`src/rtl/bleuart_pkg.sv`:
```
// Shared types and constants for the BLE UART receive path.
// BLEUART_RX_PARITY_EN adds the PARITY receiver state (8E1 framing).
package bleuart_pkg;

    localparam int unsigned BLEUART_DATA_W          = 8;
    localparam int unsigned BLEUART_DEFAULT_TIMEOUT = 868;

    typedef enum logic [2:0] {
        ST_IDLE,
        ST_START,
        ST_DATA,
        ST_STOP,
        ST_WAIT_HIGH
`ifdef BLEUART_RX_PARITY_EN
        , ST_PARITY
`endif
    } rx_state_t;

endpackage

```
`src/rtl/bleuart_rx_fifo.sv`:
```
// Receive byte FIFO: power-of-two depth, head entry presented directly from
// the storage registers so dout is registered and stable until popped.
module bleuart_rx_fifo
    import bleuart_pkg::*;
#(
    parameter int unsigned DEPTH = 4
) (
    input  logic                      clk,
    input  logic                      rst,
    input  logic                      push,
    input  logic [BLEUART_DATA_W-1:0] din,
    input  logic                      pop,
    output logic [BLEUART_DATA_W-1:0] dout,
    output logic                      valid,
    output logic                      full
);

    localparam int unsigned AW = $clog2(DEPTH);

    logic [BLEUART_DATA_W-1:0] mem [DEPTH];
    logic [AW-1:0]             wr_ptr;
    logic [AW-1:0]             rd_ptr;
    logic [AW:0]               count;
    logic                      do_push;
    logic                      do_pop;

    assign valid   = (count != '0);
    assign full    = (count == (AW+1)'(DEPTH));
    assign do_pop  = pop & valid;
    // A pop frees the slot in the same cycle, so push-while-full is legal then.
    assign do_push = push & (~full | do_pop);
    assign dout    = mem[rd_ptr];

    always_ff @(posedge clk) begin
        if (rst) begin
            for (int unsigned i = 0; i < DEPTH; i++) begin
                mem[i] <= '0;
            end
            wr_ptr <= '0;
            rd_ptr <= '0;
            count  <= '0;
        end else begin
            if (do_push) begin
                mem[wr_ptr] <= din;
                wr_ptr      <= wr_ptr + 1'b1;
            end
            if (do_pop) begin
                rd_ptr <= rd_ptr + 1'b1;
            end
            case ({do_push, do_pop})
                2'b10:   count <= count + 1'b1;
                2'b01:   count <= count - 1'b1;
                default: count <= count;
            endcase
        end
    end

endmodule

```
`src/rtl/bleuart_rx.sv`:
```
// BLE UART byte receiver: RX synchroniser, mid-bit sampling FSM and output FIFO.
// Define BLEUART_RX_PARITY_EN for 8E1 framing with a parity_err pulse.
module bleuart_rx
    import bleuart_pkg::*;
#(
    parameter int unsigned DEPTH = 4
) (
    input  logic                      clk,
    input  logic                      rst,
    input  logic                      rx,
    output logic                      rx_sync,
    input  logic                      r_tick,
    output logic [BLEUART_DATA_W-1:0] out_data,
    output logic                      out_valid,
    input  logic                      out_ready,
    output logic                      frame_err,
    output logic                      overrun
`ifdef BLEUART_RX_PARITY_EN
    ,
    output logic                      parity_err
`endif
);

    rx_state_t                 state, state_n;
    logic                      rx_meta;
    logic [2:0]                bit_cnt, bit_cnt_n;
    logic [BLEUART_DATA_W-1:0] shreg, shreg_n;
    logic                      push;
    logic                      frame_err_n;
    logic                      fifo_full;
    logic                      pop;
`ifdef BLEUART_RX_PARITY_EN
    logic                      par_bad, par_bad_n;
    logic                      parity_err_n;
`endif

    assign pop = out_valid & out_ready;

    always_comb begin
        state_n     = state;
        bit_cnt_n   = bit_cnt;
        shreg_n     = shreg;
        push        = 1'b0;
        frame_err_n = 1'b0;
`ifdef BLEUART_RX_PARITY_EN
        par_bad_n    = par_bad;
        parity_err_n = 1'b0;
`endif
        case (state)
            ST_IDLE: begin
                if (!rx_sync) state_n = ST_START;
            end
            ST_START: begin
                if (r_tick) begin
                    if (!rx_sync) begin
                        state_n   = ST_DATA;
                        bit_cnt_n = '0;
                    end else begin
                        state_n = ST_IDLE;
                    end
                end
            end
            ST_DATA: begin
                if (r_tick) begin
                    shreg_n   = {rx_sync, shreg[BLEUART_DATA_W-1:1]};
                    bit_cnt_n = bit_cnt + 3'd1;
                    if (bit_cnt == 3'd7) begin
`ifdef BLEUART_RX_PARITY_EN
                        state_n = ST_PARITY;
`else
                        state_n = ST_STOP;
`endif
                    end
                end
            end
`ifdef BLEUART_RX_PARITY_EN
            ST_PARITY: begin
                if (r_tick) begin
                    par_bad_n    = ^{shreg, rx_sync};
                    parity_err_n = ^{shreg, rx_sync};
                    state_n      = ST_STOP;
                end
            end
`endif
            ST_STOP: begin
                if (r_tick) begin
                    if (rx_sync) begin
`ifdef BLEUART_RX_PARITY_EN
                        push = ~par_bad;
`else
                        push = 1'b1;
`endif
                        state_n = ST_IDLE;
                    end else begin
                        frame_err_n = 1'b1;
                        state_n     = ST_WAIT_HIGH;
                    end
                end
            end
            ST_WAIT_HIGH: begin
                if (rx_sync) state_n = ST_IDLE;
            end
            default: state_n = ST_IDLE;
        endcase
    end

    always_ff @(posedge clk) begin
        if (rst) begin
            rx_meta   <= 1'b1;
            rx_sync   <= 1'b1;
            state     <= ST_IDLE;
            bit_cnt   <= '0;
            shreg     <= '0;
            frame_err <= 1'b0;
            overrun   <= 1'b0;
`ifdef BLEUART_RX_PARITY_EN
            par_bad    <= 1'b0;
            parity_err <= 1'b0;
`endif
        end else begin
            rx_meta   <= rx;
            rx_sync   <= rx_meta;
            state     <= state_n;
            bit_cnt   <= bit_cnt_n;
            shreg     <= shreg_n;
            frame_err <= frame_err_n;
            overrun   <= push & fifo_full & ~pop;
`ifdef BLEUART_RX_PARITY_EN
            par_bad    <= par_bad_n;
            parity_err <= parity_err_n;
`endif
        end
    end

    bleuart_rx_fifo #(
        .DEPTH (DEPTH)
    ) u_fifo (
        .clk   (clk),
        .rst   (rst),
        .push  (push),
        .din   (shreg),
        .pop   (pop),
        .dout  (out_data),
        .valid (out_valid),
        .full  (fifo_full)
    );

endmodule

```
`config.mk`:
```
export PLATFORM = sky130hd
export DESIGN_NAME = bleuart_rx
export DESIGN_NICKNAME = d
export VERILOG_FILES = /design/src/rtl/bleuart_pkg.sv /design/src/rtl/bleuart_rx_fifo.sv /design/src/rtl/bleuart_rx.sv
export SDC_FILE = /design/constraint.sdc
export NUM_CORES = 1
export LEC_CHECK = 0
export ABC_AREA = 1
export BUFFER_PORTS_ARGS = -buffer_cell sky130_fd_sc_hd__buf_2
export CORE_MARGIN = 8
export CORE_UTILIZATION = 55
export CTS_CLUSTER_SIZE = 10
export DETAILED_ROUTE_END_ITERATION = 10
export PLACE_DENSITY = 0.74
export REMOVE_ABC_BUFFERS = 1
export SLEW_MARGIN = 0
export SYNTH_ARGS = -nofsm -noshare
export SYNTH_HDL_FRONTEND = slang
export SYNTH_SLANG_ARGS = --single-unit
```
`constraint.sdc`:
```
create_clock -name clk -period 3.5 [get_ports clk]
set_input_delay 0.35 -clock clk [delete_from_list [all_inputs] [get_ports clk]]
set_output_delay 0.35 -clock clk [all_outputs]
set_load 0.03 [all_outputs]
```
==> metrics.txt, run 1 <==
initial antenna violation count 0; final setup margin 1.27 ns; hold_ws 0.201 ns; Crit Path Max Fanout 17; Syn Inst Count 265; Post-synth EDFFs 32; status completed; Core Region 0.00438 sq mm; Post-CTS Setup Inserts 0; CTS tree yes; IO Pins 17; nets@finish 296; multi-input logic area a little under 900 sq um; Max-Slew Margin vs Limit 20.2%; clock sink count 59; Congestion Overflow GR 0; routed via count between 1,500 and 2,000; FF+latch area 0.00150 sq mm; met2 usage 23.1%; Tot GR Track Use between 10 and 15%; largest net degree at the start of global routing 19; PostCTS Resize Cnt 0; worst setup path category flop to primary output; final antenna-violating net count 0; area grow syn2layout 11.1%; Hold/Removal Path Class primary input to flop; full die area 0.00697 sq mm; Final setup viols 0; clk root buf clkbuf_8; M1 GR Usage 16.2%; total wire length ~4700 um; Remaining DRCs 0; hold violation count in the final report 0; top post-synthesis cells by count 61 x nor2_1, 32 x edfxtp_1, 29 x inv_1; port bufs 16; Leak 1.04 nW; Final period util 63.8%; Chip Width 83.5 um; Detailed Routing Iterations Pass 1 4; Power Density 463 mW/mm^2; vias in the first global route between 1,500 and 2,000; CTS clk-pin slew, worst paths approximately 0.060 ns; Slew Limit Fails 0; dpl hpwl 3260 um; Die Span Y roughly 83 um; Seq cells post-synth 59; asr flop ratio synth 0%; Setup WS pre-CTS 1.27 ns; fin crit period 2.23 ns; maxcap violations 0; cts hold-fix bufs 0; gr busiest metal met2; Seq/Total Area, Yosys 60.0%; first-pass GRT wire length 8000 um; Clock Latency Late Sink 0.33 ns; Filler cells 357; fmax between 400 and 500 MHz; Final Wtd Congestion 0.799; Post-Syn Area 0.00250 sq mm; Vias per Instance roughly 5.2; WP data required between 3 and 4 ns; Post-synth top flop edfxtp_1; Avg Inst Size Synth 9.45 sq um; Routed WL per cell around 14 um; Worst-Margin Slew 1.19 ns; number of diodes 0; CP Launch Type flop; Initial Utilization 57.1%; critical path endpoint category primary output; most common cell in the netlist nor2_1; Area contributors post-synth edfxtp_1 38%, dfxtp_1 22%, nor2_1 9.1%; cell taking the most area after synthesis edfxtp_1; Num CTS Buffers 9; Max Root-Sink Buffers 2; Row Count 24; Ys Warns 0; synth unique cells 26; clk_skew 0.00908 ns; top cell type's share of synthesized area 38.4%; WP data arrival 1.88 ns; Setup TNS Final 0 ns; CTS H-tree lvls 3; RSZ-0062 raised after global routing no; maximum VDD drop 0.279 mV; DRC marker count from the first detailed-route iteration roughly 120; met3 Usage GRT 5.08%; Power, Total about 1.3 mW; share of cells above drive strength 1 a little over an eighth
## logic make-up after synthesis
| kind of cell | after synthesis | synth area share (%) |
|---|---|---|
| and+or+nand+nor | 110 | 20.4 |
| DFF | 59 | 60.0 |
| AOI/OAI and AO/OA | 56 | 11.7 |
| buffers and inverters | 35 | 5.30 |
| adders and majority gates | 4 | 2.30 |
| xor gates and xnor gates | 1 | 0.350 |
## routing by layer
| metal | up-vias | wire length (um) |
|---|---|---|
| li1 | 929 | - |
| met1 | 816 | 2080 |
| met2 | 36 | 2220 |
| met3 | 9 | 253 |
| met4 | 0 | 103 |
| met5 | - | 0 |
## where the power goes
| group | switching, mW | internal [mW] |
|---|---|---|
| logic | 0.0354 | 0.0120 |
| registers | 0.00587 | 0.743 |
| clock network | 0.245 | 0.247 |
| total | 0.286 | 1.00 |
## sequential cells by signal, summed over array words and instances, names as in the netlist, named ones only
| name | cells |
|---|---|
| u_fifo.rd_ptr | 2 |
| rx_sync | 1 |
| u_fifo.wr_ptr | 2 |
| frame_err | 1 |
| u_fifo.count | 3 |
| state | 3 |
| bit_cnt | 3 |
| rx_meta | 1 |
| u_fifo.mem | 32 |
| overrun | 1 |
| shreg | 8 |
## critical path: stages (launching register included)
cell	delay, ns
dfxtp_1	0.65
inv_1	0.36
o21ai_0	0.27
o22ai_1	0.09
buf_2	0.18
## worst paths after layout
check                         from  slack [ns]                    endpoint  cells after the start
max                           flop        1.27                 out_data[1]                      4
min                             rx        0.20          rx_meta$_SDFF_PP1_                      2
max reg2reg  state[1]$_SDFFE_PP0P_        1.28  u_fifo.mem[3][7]$_DFFE_PP_                      4
min reg2reg     rx_meta$_SDFF_PP1_        0.41          rx_sync$_SDFF_PP1_                      1
## cells in the final DEF (no fill, tap or decap)
cell type | netlist | final
nand3_4 | 3 | 3
nor2_8 | 1 | 1
o21ai_1 | 1 | 1
inv_1 | 29 | 29
nor2_1 | 61 | 61
xor2_1 | 1 | 1
nor3_1 | 3 | 3
inv_2 | 1 | 1
clkinv_2 | 0 | 2
nand3_1 | 6 | 6
or2_2 | 2 | 2
nand2_1 | 28 | 28
dfxtp_1 | 27 | 27
o21ai_0 | 27 | 27
buf_2 | 1 | 16
clkinv_1 | 0 | 3
o22ai_1 | 8 | 8
nor2_2 | 2 | 2
clkbuf_1 | 4 | 2
and3_1 | 1 | 1
clkbuf_8 | 0 | 9
fa_1 | 1 | 1
edfxtp_1 | 32 | 32
nand3_2 | 1 | 1
a21oi_1 | 19 | 19
nor4_1 | 1 | 1
nand2_4 | 1 | 1
ha_1 | 3 | 3
o31ai_1 | 1 | 1
## cell type report
class / count / share of cell area [%]
multi-input combinational: 171 / 31.3
sequential: 59 / 54.0
clock inverter: 5 / 0.765
inverter: 30 / 4.05
timing repair buffer: 16 / 2.88
clock buffer: 11 / 4.72
tap: 52 / 2.34
## metrics by stage
stage / instance area, sq um / utilization (%) / instances
after floorplan: 2480 / - / 260
after global placement: 2630 / 60.0 / 328
after detailed placement: 2630 / 60.0 / 328
after CTS: 2780 / 63.4 / 344
final: 2780 / 63.4 / 344
after global routing: 2780 / 63.4 / 344
(Power assumes the default switching activity.)
==> run 2: changes to the inputs <==
- ABC_AREA: 1 -> 0
- PLACE_DENSITY: 0.74 -> 0.73
- clock period: 3.5 -> 2.3 ns (I/O delays scaled with it)
==> run 2 against run 1 <==
Count of clock-buffer cells in the layout down 1. Utilization up 2.1 points. Setup slack worse by 1.1 ns. Register-to-register slack worse by 1.2 ns. Combinational power up 55%. Clock power up 130%. Non-clock buffer count up 12. Worst hold slack worse by 0.14 ns. Total power up 83%. Final area up 10%. Wire length up 7.7%. Final cell count down 12%. Critical endpoint is now u_fifo.count[2]$_SDFFE_PP0P_.
==> metrics.txt, run 2 <==
fmax 459 MHz; fin crit period 2.18 ns; Leak 1.14 nW (+9.0%); Max-Slew Margin vs Limit 62.2% (+42 points); Max Root-Sink Buffers 2 (unchanged); IO Pins 17 (unchanged); Power, Total 2.35 mW (+83%); WP data required 2.58 ns (-0.57 ns); status completed; most common cell in the netlist edfxtp_1; critical path endpoint category flop; number of diodes 0 (unchanged); Chip Width 85.5 um (+2.4%); cts hold-fix bufs 0 (unchanged); Post-synth EDFFs 32 (unchanged); CTS clk-pin slew, worst paths 0.06 ns (about the same); Slew Limit Fails 0 (unchanged); final antenna-violating net count 0 (unchanged); routed via count 1,722 (-3.8%); area grow syn2layout 15.7%; asr flop ratio synth 0% (unchanged); FF+latch area 0.00150 sq mm (unchanged); Vias per Instance 5.66 (+8.9%); hold violation count in the final report 0 (unchanged); Filler cells 350 (-2.0%); Final setup viols 0 (unchanged); Num CTS Buffers 9 (unchanged); CP Launch Type flop; dpl hpwl 3270 um (+0.44%); Routed WL per cell 16.5 um (+22%); Die Span Y 85.5 um (+2.4%); worst setup path category flop to flop; CTS H-tree lvls 3 (unchanged); commonest non-fill, non-tap cell in the layout edfxtp_1; Detailed Routing Iterations Pass 1 4 (unchanged); Congestion Overflow GR 0 (unchanged); maxcap violations 0 (unchanged); Crit Path Max Fanout 2 (-15); clk root buf clkbuf_8; Ys Warns 0 (unchanged); Row Count 25 (+4.2%); multi-input logic area 0.00104 sq mm (+20%); port bufs 16 (unchanged); vias in the first global route 1,704 (-3.3%); share of cells above drive strength 1 29.2% (+16 points); Biggest register u_fifo.mem; maximum VDD drop 0.635 mV (+130%); Final period util between 90 and 100%; max reg flops 32 (unchanged); Area contributors post-synth edfxtp_1 36%, dfxtp_1 20%, mux4_2 6.8%; CTS tree yes; Core Region 0.00469 sq mm (+7.0%); Seq cells post-synth 59 (unchanged); most frequent cells in the layout 32 x edfxtp_1, 27 x dfxtp_1, 24 x nand2_1, 16 x and3_1, 16 x buf_2; RSZ-0062 raised after global routing no; DRC marker count from the first detailed-route iteration 117 (-5.6%); cell taking the most area after synthesis edfxtp_1; clk_skew 0.00650 ns (-0.00258 ns); Power Density 765 mW/mm^2 (+65%); WP data arrival 2.46 ns (+0.58 ns); synth unique cells 48 (+85%); Syn Inst Count 219 (-17%); Post-synth top flop edfxtp_1; Post-Syn Area 0.00266 sq mm (+6.1%); Avg Inst Size Synth 12.1 sq um (+28%); full die area 0.00731 sq mm (+4.9%); nets@finish 254 (-14%); hold_ws 0.0662 ns (-0.135 ns); clock sink count 59 (unchanged); Clock Latency Late Sink 0.35 ns (+0.02 ns); Tot GR Track Use 15.1% (+0.88 points); Hold/Removal Path Class primary input to flop; Setup TNS Final 0 ns (unchanged); Seq/Total Area, Yosys 56.5% (-3.4 points); Initial Utilization 56.6% (-0.49 points); largest net degree at the start of global routing 26 (+7); top cell type's share of synthesized area 36.2% (-2.2 points); Worst-Margin Slew 0.566 ns (-0.621 ns); largest registers u_fifo.mem (32), shreg (8); Remaining DRCs 0 (unchanged); total wire length 5010 um (+7.7%); initial antenna violation count 0 (unchanged); top post-synthesis cells by count 32 x edfxtp_1, 27 x dfxtp_1, 24 x nand2_1; Final Wtd Congestion 0.794 (-0.64%); first-pass GRT wire length 8250 um (+3.1%)
run 2: changes by cell type in the layout (fill, tap and decap cells not counted), sizes merged, moves of 8 or more:
cell and change:
and2 +8, and3 +15, buf +12, inv -17, mux4 +8, nand3 -8
nor2 -50, o21ai -25
run 2: layer usage:
metal,GRT usage (%),share of wire [%]
met4,9.87,2.3
met2,24.7,50
met3,4.68,6.3
met5,0,0
met1,16.7,41
run 2: worst paths after layout:
check	from	endpoint	slack, ns	depth (start not counted)
max	u_fifo.count[1]$_SDFFE_PP0P_	u_fifo.count[2]$_SDFFE_PP0P_	0.12	8
min	rx	rx_meta$_SDFF_PP1_	0.07	2
max reg2reg	u_fifo.count[1]$_SDFFE_PP0P_	u_fifo.count[2]$_SDFFE_PP0P_	0.12	8
min reg2reg	rx_meta$_SDFF_PP1_	rx_sync$_SDFF_PP1_	0.41	1
run 2: report_power, final:
part | leakage, nW | switching (mW) | internal, mW | total (mW)
Combinational | 0.474 | 0.0485 | 0.0252 | 0.0737
Clock | 0.121 | 0.397 | 0.739 | 1.14
Sequential | 0.542 | 0.0107 | 1.13 | 1.14
Total | 1.14 | 0.456 | 1.90 | 2.35
run 2: cells by family after synthesis:
logic type,Yosys count,share of synthesized area (%)
xor gates and xnor gates,4,1.32
buffers and inverters,27,5.28
adders and majority gates,4,2.17
AOI/OAI and AO/OA,25,6.22
DFF,59,56.5
and+or+nand+nor,90,21.0
muxes,10,7.54
run 2: timing repair:
action                     4_1_cts  5_1_grt
pin swaps                        0        2
setup endpoints to repair        1        1
gates resized for setup          1        4
setup buffers                    0        0
run 2: stage by stage:
step           area, sq um  std cells  setup slack [ns]  utilization [%]
6_report              3070        304             0.121             65.5
5_1_grt               3070        304            0.0323             65.5
4_1_cts               3050        304            0.0183             65.0
3_5_place_dp          2810        288            0.0336             59.8
3_3_place_gp          2810        288            0.0819             59.8
2_1_floorplan         2570        206            0.0419                -
run 2: final cells by class:
class	instances	share of cell area (%)
inverter	14	1.71
clock buffer	10	4.48
sequential	59	48.9
clock inverter	6	3.34
multi-input combinational	133	33.9
timing repair buffer	28	5.54
tap	54	2.20
run 2: worst max-delay path, stage by stage, from the launching register on:
cell and delay [ns]:
dfxtp_1 0.31, or4b_4 0.58, nand3_4 0.12, ha_4 0.15
inv_1 0.05, fa_2 0.33, xor2_1 0.15, or3_1 0.32
a21oi_2 0.11
